`src/rtl/pbi_pkg.sv`:
```
// Shared types and constants for the PBI device-select block.
package pbi_pkg;

    typedef enum logic [1:0] {
        IDLE   = 2'd0,
        WDLY   = 2'd1,
        RD     = 2'd2,
        WAITLO = 2'd3
    } pbi_state_t;

    localparam int PBI_WR_DLY_DEF      = 6;
    localparam int PBI_SYNC_STAGES_DEF = 2;
    localparam int PBI_SEL_W           = 8;
    localparam int PBI_CNT_W           = 4;

endpackage

```
`src/rtl/pbi_sync.sv`:
```
// Multi-flop synchronizer for an asynchronous level, with one-cycle rise/fall pulses.
module pbi_sync
    import pbi_pkg::*;
#(
    parameter int SYNC_STAGES = PBI_SYNC_STAGES_DEF
) (
    input  logic clk_sys,
    input  logic rst_b,
    input  logic async_in,
    output logic rise,
    output logic fall
);

    logic [SYNC_STAGES-1:0] sync_q;
    logic                   edge_q;

    always_ff @(posedge clk_sys or negedge rst_b) begin
        if (!rst_b) begin
            sync_q <= '0;
            edge_q <= 1'b0;
        end else begin
            sync_q <= {sync_q[SYNC_STAGES-2:0], async_in};
            edge_q <= sync_q[SYNC_STAGES-1];
        end
    end

    assign rise = sync_q[SYNC_STAGES-1] & ~edge_q;
    assign fall = ~sync_q[SYNC_STAGES-1] & edge_q;

endmodule

```
`src/rtl/pbi_dev_select.sv`:
```
// PBI device select: $D1FF select register, EXTSEL_n for the $D800 ROM window, device IRQ.
// Interrupt logic and the $D1FF status read are present only when PBI_IRQ_EN is defined.
//
// state  | meaning
// IDLE   | waiting for a Phi2 rise
// WDLY   | $D1FF write seen, counting down to the DataIn sample point
// RD     | $D1FF read, driving the status byte until Phi2 falls
// WAITLO | cycle not ours (or already handled), waiting for Phi2 to fall
module pbi_dev_select
    import pbi_pkg::*;
#(
    parameter int DEV_ID        = 0,
    parameter int SYNC_STAGES   = PBI_SYNC_STAGES_DEF,
    parameter int WR_SAMPLE_DLY = PBI_WR_DLY_DEF
) (
    input  logic                 Clk,
    input  logic                 Reset_n,
    input  logic                 Phi2,
    input  logic                 RW,
    input  logic                 D1FF_n,
    input  logic                 D8XX_n,
    input  logic [PBI_SEL_W-1:0] DataIn,
    output logic [PBI_SEL_W-1:0] DataOut,
    output logic                 DataOE,
    output logic                 DevSel,
    output logic                 EXTSEL_n,
    input  logic                 IrqReq,
    input  logic                 IrqClr,
    output logic                 IRQ_n
);

    localparam logic [PBI_CNT_W-1:0] WDLY_LOAD = PBI_CNT_W'(WR_SAMPLE_DLY - 1);

    pbi_state_t           state_q, state_nxt;
    logic [PBI_CNT_W-1:0] cnt_q, cnt_nxt;
    logic [PBI_SEL_W-1:0] sel_reg_q;
    logic                 sel_ld;
    logic                 extsel_n_q;
    logic                 phi2_rise, phi2_fall;

    pbi_sync #(.SYNC_STAGES(SYNC_STAGES)) u_phi2_sync (
        .clk_sys  (Clk),
        .rst_b    (Reset_n),
        .async_in (Phi2),
        .rise     (phi2_rise),
        .fall     (phi2_fall)
    );

    always_comb begin
        state_nxt = state_q;
        cnt_nxt   = cnt_q;
        sel_ld    = 1'b0;
        case (state_q)
            IDLE: begin
                if (phi2_rise) begin
                    if (!D1FF_n && !RW) begin
                        state_nxt = WDLY;
                        cnt_nxt   = WDLY_LOAD;
                    end else if (!D1FF_n && RW) begin
`ifdef PBI_IRQ_EN
                        state_nxt = RD;
`else
                        state_nxt = WAITLO;
`endif
                    end else begin
                        state_nxt = WAITLO;
                    end
                end
            end
            WDLY: begin
                // A short Phi2 high phase still commits the write on the fall.
                if (phi2_fall) begin
                    sel_ld    = 1'b1;
                    state_nxt = IDLE;
                end else if (cnt_q == '0) begin
                    sel_ld    = 1'b1;
                    state_nxt = WAITLO;
                end else begin
                    cnt_nxt = cnt_q - 1'b1;
                end
            end
            RD:      if (phi2_fall) state_nxt = IDLE;
            WAITLO:  if (phi2_fall) state_nxt = IDLE;
            default: state_nxt = IDLE;
        endcase
    end

    always_ff @(posedge Clk or negedge Reset_n) begin
        if (!Reset_n) begin
            state_q    <= IDLE;
            cnt_q      <= '0;
            sel_reg_q  <= '0;
            extsel_n_q <= 1'b1;
        end else begin
            state_q    <= state_nxt;
            cnt_q      <= cnt_nxt;
            extsel_n_q <= !(DevSel && !D8XX_n);
            if (sel_ld) sel_reg_q <= DataIn;
        end
    end

    assign DevSel   = sel_reg_q[DEV_ID];
    assign EXTSEL_n = extsel_n_q;

`ifdef PBI_IRQ_EN
    logic                 irq_rise, irq_fall_unused;
    logic                 irq_pend_q, irq_n_q;
    logic                 data_oe_q;
    logic [PBI_SEL_W-1:0] data_out_q;

    pbi_sync #(.SYNC_STAGES(SYNC_STAGES)) u_irq_sync (
        .clk_sys  (Clk),
        .rst_b    (Reset_n),
        .async_in (IrqReq),
        .rise     (irq_rise),
        .fall     (irq_fall_unused)
    );

    always_ff @(posedge Clk or negedge Reset_n) begin
        if (!Reset_n) begin
            irq_pend_q <= 1'b0;
            irq_n_q    <= 1'b1;
            data_oe_q  <= 1'b0;
            data_out_q <= '0;
        end else begin
            // New edge beats a clear in the same cycle so no request is lost.
            if (irq_rise)    irq_pend_q <= 1'b1;
            else if (IrqClr) irq_pend_q <= 1'b0;
            irq_n_q    <= !irq_pend_q;
            data_oe_q  <= (state_nxt == RD);
            data_out_q <= (state_nxt == RD) ? (PBI_SEL_W'(irq_pend_q) << DEV_ID) : '0;
        end
    end

    assign IRQ_n   = irq_n_q;
    assign DataOE  = data_oe_q;
    assign DataOut = data_out_q;
`else
    logic unused_irq;
    assign unused_irq = &{1'b0, IrqReq, IrqClr};
    assign IRQ_n      = 1'b1;
    assign DataOE     = 1'b0;
    assign DataOut    = '0;
`endif

endmodule

```
`config.mk`:
```
export PLATFORM = sky130hd
export DESIGN_NAME = pbi_dev_select
export DESIGN_NICKNAME = d
export VERILOG_FILES = /design/src/rtl/pbi_pkg.sv /design/src/rtl/pbi_sync.sv /design/src/rtl/pbi_dev_select.sv
export SDC_FILE = /design/constraint.sdc
export NUM_CORES = 1
export LEC_CHECK = 0
export CORE_MARGIN = 3
export CORE_UTILIZATION = 39
export CTS_CLUSTER_DIAMETER = 100
export DETAILED_ROUTE_END_ITERATION = 16
export PLACE_DENSITY = 0.76
export SYNTH_ARGS = -nofsm -noshare
export SYNTH_HDL_FRONTEND = slang
export SYNTH_SLANG_ARGS = --single-unit
```
`constraint.sdc`:
```
create_clock -name Clk -period 1.92 [get_ports Clk]
set_input_delay 0.288 -clock Clk [delete_from_list [all_inputs] [get_ports Clk]]
set_output_delay 0.288 -clock Clk [all_outputs]
set_load 0.02 [all_outputs]
```
==> impl_metrics.ini, run 1 <==
[synthesis]
synth_largest_area_cell = dfrtp_1
yosys_warnings = 0
ys_ff_latch = 11
syn_area_um2 = 622
ys_top_cells_by_count = buf_4, dfrtp_1, nand2b_1, inv_1
syn_inst = 61
yosysTopAreaCellShare = 0.402
synth_edf_count = 0
synth_ff_type = dfrtp_1
synth_cell_type_count = 30
seq_area_frac_synth = 0.445
synthArstFlopShare = 1.00
netlist_top_cells_area = dfrtp_1, buf_4, nand2b_1, dfstp_2, a32oi_2
avgSynthCellArea_um2 = 10.2

[global_route]
grt_pass1_wl_mm = 1.53
grt.overflow.total = 0
grt_pass1_vias = 374
antenna_found_initial = 0
grt_use_total = 0.105
grt_max_degree = 12

[clock_tree]
cts_made_buffers = 3
cts-root-buf = clkbuf_4
cts_hold_buf = 0
htreeDepth = 1
cts_resized = 0
cts_buffer_depth = 2
insertion_delay_ns = 0.27
post_cts_buffers = 0
cts_tree = done
clock-sinks = 11
clk_pin_slew_ns = 0.07

[floorplan]
die_h_um = 45.9
die_w_um = 45.9
rows = 13
io_pins = 28
die_area_mm2 = 0.00211
core_mm2 = 0.00140
start_util = 0.445

[worst_setup_path]
worst_ep_arrival_time_ns = 1.85
r2r_start = cnt_q[0]
crit_required_ns = 2.07
worstSetupPathType = reg2reg
reg2regPathDepth = 5
r2r_end = sel_reg_q[0]
r2r_slack_ns = 0.22
end_kind = flip-flop
start_kind = flip-flop
endpoint = sel_reg_q[0]
timing.critical_path.fanout_max = 5
startpoint = cnt_q[0]

[pwr]
p_leak_nw = 0.313
p_switching_uw = 292
p_int_uw = 522
peakVddDrop_v = 0.000657
power_density_mw_per_mm2 = 1170
sequentialPowerShare = 0.455
combPwrFrac = 0.354
switching_share = 0.359
clkPwrFrac = 0.192

[layout]
nets = 88
final_util = 0.499
diodes = 0
drive_above_1_share = 0.114
synthToLayoutAreaGrowth_pct = 12.3
stdcell_count = 85
n_fill_cell = 141

[drt]
drt-wirelength-per-cell_um = 11.8
drt_iter0_markers = 4
ant_nets = 0
drc = 0
viasPerCell = 5.00
dr.pass1.iters = 4
wl_mm = 1.01
vias = 425

[run_status]
status = finished, final reports clean

[sta]
fin_crit_sh = 0.884
setup-violations-final = 0
skew_ns = 0.00558
tns_ns = 0
fmaxAchievable_ghz = 0.589
drv_slew = 0
hold_ws_ns = 0.343
final.min_clock_period_ns = 1.70
rsz0062_at_grt = false
finalHoldViolations = 0

[placed_design]
post-dp-hpwl_um = 782
portBuffers = 8
place_congestion = 0.807
dp.cells = 81

[run]
drv_cap = 0

[worst_hold_path]
hp-class = in2async
==> how the worst min path moves through the flow <==
stage | from | endpoint | slack (ns)
detailed placement | u_phi2_sync.sync_q[0] | u_phi2_sync.sync_q[1] | 0.34
global placement | u_phi2_sync.sync_q[0] | u_phi2_sync.sync_q[1] | 0.34
floorplan | Reset_n | cnt_q[0] | -0.008
CTS | Reset_n | cnt_q[1] | 0.36
global route | u_phi2_sync.sync_q[0] | u_phi2_sync.sync_q[1] | 0.37
finish | Reset_n | cnt_q[1] | 0.34
==> cell usage in the layout (no fill, tap or decap), drive strengths merged <==
cell type      netlist  final
nor3                 2      2
nor2b                2      2
nor3b                2      2
o2bb2ai              1      1
and3                 2      2
o32ai                1      1
mux2                 1      1
ha                   1      1
clkbuf               0      3
a21o                 1      1
o21bai               1      1
or3b                 1      1
nor4b                1      1
a32oi                1      1
clkdlybuf4s50        0      8
dfstp                1      1
nor4                 1      1
inv                  3      3
dfrtp               10     10
conb                 2     10
clkinv               0      1
o22ai                1      1
a41oi                1      1
a21oi                3      3
nand2                1      1
nand3                1      1
a221o                1      1
nor2                 2      2
nand2b               5      5
a31oi                1      1
==> routing by layer <==
layer	GRT usage	routed length, µm	vias up
li1	-	-	214
met1	0.143	494	195
met2	0.137	445	14
met3	0.0593	58	2
met4	0.0341	8	0
met5	0	0	-
==> layout make-up <==
class	count	area, µm²	area share
multi-input cells	44	284	0.407
flip-flops and latches	11	277	0.396
clock buffers	3	22.5	0.0323
clock inverters	1	5.00	0.00717
inverters	3	11.3	0.0161
well taps	15	18.8	0.0269
repair buffers	8	80.1	0.115
==> flip-flops by register name (all words and copies together) (netlist names) <==
register,count
cnt_q,4
state_q,2
u_phi2_sync.sync_q,2
EXTSEL_n,1
sel_reg_q,1
u_phi2_sync.edge_q,1
==> cell families (layout without fill, tap and decap cells) <==
family                     Yosys count  in the layout  share of synthesized area
and+or+nand+nor                     20             20                      0.199
buffers and inverters               14             15                      0.147
AOI/OAI and AO/OA                   12             12                      0.159
DFF                                 11             11                      0.445
other                                2             10                     0.0121
adders and majority gates            1              1                     0.0201
muxes                                1              1                     0.0181
==> worst max-delay path, cell delays in order (launching register included) <==
cell	delay [ns]
dfrtp_1	0.38
inv_1	0.09
ha_1	0.23
or3b_4	0.42
a21oi_2	0.13
mux2_1	0.32
==> through the flow <==
step	setup WS, ns	instance area (µm²)	total power [mW]
final	0.223	698	0.815
after global routing	0.105	698	0.876
after CTS	0.217	698	0.825
after detailed placement	0.209	671	0.661
after global placement	0.214	671	0.654
after floorplan	0.332	652	0.586
==> power groups by stage <==
stage / Clock, mW / Combinational [mW] / Sequential, mW
4_1_cts: 0.165 / 0.291 / 0.370
3_3_place_gp: 0 / 0.283 / 0.370
6_report: 0.156 / 0.288 / 0.370
3_5_place_dp: 0 / 0.288 / 0.374
2_1_floorplan: 0 / 0.207 / 0.379
5_1_grt: 0.174 / 0.322 / 0.380
No activity file was read; power rests on OpenSTA's default activity.
==> run 2: changes to the inputs <==
--- a/config.mk
+++ b/config.mk
@@ -5,7 +5,7 @@
 export SDC_FILE = /design/constraint.sdc
 export NUM_CORES = 1
 export LEC_CHECK = 0
-export CORE_MARGIN = 3
+export CORE_MARGIN = 2
 export CORE_UTILIZATION = 39
 export CTS_CLUSTER_DIAMETER = 100
 export DETAILED_ROUTE_END_ITERATION = 16
==> constraint.sdc (replaced) <==
create_clock -name Clk -period 1.9 [get_ports Clk]
set_input_delay 0.285 -clock Clk [delete_from_list [all_inputs] [get_ports Clk]]
set_output_delay 0.285 -clock Clk [all_outputs]
set_load 0.02 [all_outputs]
==> impl_metrics.ini, run 2 (synthesized netlist as in run 1, its figures left out) <==
[run_status]
status = finished, final reports clean

[clock_tree]
cts_buffer_depth = 2
cts_tree = done
post_cts_buffers = 0
clk_pin_slew_ns = 0.07
cts-root-buf = clkbuf_4
cts_hold_buf = 0
cts_resized = 0
htreeDepth = 1
insertion_delay_ns = 0.27
clock-sinks = 11
cts_made_buffers = 3

[sta]
setup-violations-final = 0
final.min_clock_period_ns = 1.69
rsz0062_at_grt = false
skew_ns = 0.00416
hold_ws_ns = 0.343
finalWorstSetupSlack_ns = 0.212
finalHoldViolations = 0
drv_slew = 0
fin_crit_sh = 0.888
tns_ns = 0
fmaxAchievable_ghz = 0.592

[layout]
largest_reg_flops = 4
nets = 88
reg_top3 = cnt_q: 4 flops, state_q: 2 flops, u_phi2_sync.sync_q: 2 flops
diodes = 0
n_fill_cell = 166
drive_above_1_share = 0.100
stdcell_area_um2 = 698
final_cell_mix = conb_1, dfrtp_1, clkdlybuf4s50_1
synthToLayoutAreaGrowth_pct = 12.3
final_util = 0.463
largest-register = cnt_q

[worst_setup_path]
slowest_stage = or3b_4
start_kind = flip-flop
crit_path_max_incr_delay_ns = 0.43
timing.critical_path.fanout_max = 5
cp_cell_sequence = inv_1 > ha_1 > or3b_4 > a21oi_2 > mux2_1
end_kind = flip-flop
worstSetupPathType = reg2reg
crit_required_ns = 2.05
worst-path-buf-inv = 1
path_delay_family = simple AND/OR/NAND/NOR gates
worst_ep_arrival_time_ns = 1.84

[floorplan]
die_area_mm2 = 0.00193
die_w_um = 43.9
start_util = 0.413
die_h_um = 43.9
rows = 14
core_mm2 = 0.00151
io_pins = 28

[pwr]
p_leak_nw = 0.311
power_density_mw_per_mm2 = 1180
peakVddDrop_v = 0.000629

[global_route]
grt_use_total = 0.128
grt_pass1_vias = 440
antenna_found_initial = 0
grt.overflow.total = 0
grt_pass1_wl_mm = 1.74
grt_max_degree = 12

[run]
drv_cap = 0

[worst_hold_path]
hp-class = in2async

[placed_design]
portBuffers = 8
placed_area_um2 = 672
place_ws_ns = 0.190
place_congestion = 0.751
post-dp-hpwl_um = 814

[drt]
drt-wirelength-per-cell_um = 12.0
vias = 450
drt_iter0_markers = 10
drc = 0
viasPerCell = 5.23
dr.pass1.iters = 4
wl_mm = 1.03
ant_nets = 0
[run 2: cell types whose count changed in the layout (fill, tap and decap cells not counted)]
cell      delta
clkbuf_1     +1
clkinv_2     -1
[run 2: worst paths after layout]
kind,start,to,slack (ns),cells past startpoint
hold / removal,Reset_n,sel_reg_q[0],0.34,1
max in group asynchronous,Reset_n,EXTSEL_n,1.21,1
hold reg to reg,u_phi2_sync.sync_q[0],u_phi2_sync.sync_q[1],0.36,0
min in group Clk,u_phi2_sync.sync_q[0],u_phi2_sync.sync_q[1],0.36,0
setup / recovery,cnt_q[0],sel_reg_q[0],0.21,5
setup reg to reg,cnt_q[0],sel_reg_q[0],0.21,5
[run 2: final cells by class]
type	count	area [µm²]	area share
clock buffer	4	26.3	0.0376
inverter	3	11.3	0.0161
multi-input combinational	44	284	0.407
sequential	11	277	0.396
tap	16	20.0	0.0287
timing repair buffer	8	80.1	0.115
[run 2: per-stage QoR]
stage,std cells,total power [mW]
after floorplan,69,0.592
after global placement,82,0.658
after detailed placement,82,0.671
after CTS,86,0.830
after global routing,86,0.885
final,86,0.824
[run 2: layer usage]
layer  GRT usage  vias up  share of wire
met5           0        -              0
met4      0.0909        0          0.026
met3      0.0250        4          0.049
met2       0.209       16           0.50
met1       0.147      215           0.42
li1            -      215              -
[run 2: power breakdown]
part / internal [mW] / total, mW / switching [mW] / leakage, nW
clock: 0.0812 / 0.157 / 0.0763 / 0.0150
combinational: 0.143 / 0.293 / 0.150 / 0.168
sequential: 0.306 / 0.374 / 0.0676 / 0.127
total: 0.531 / 0.824 / 0.294 / 0.311
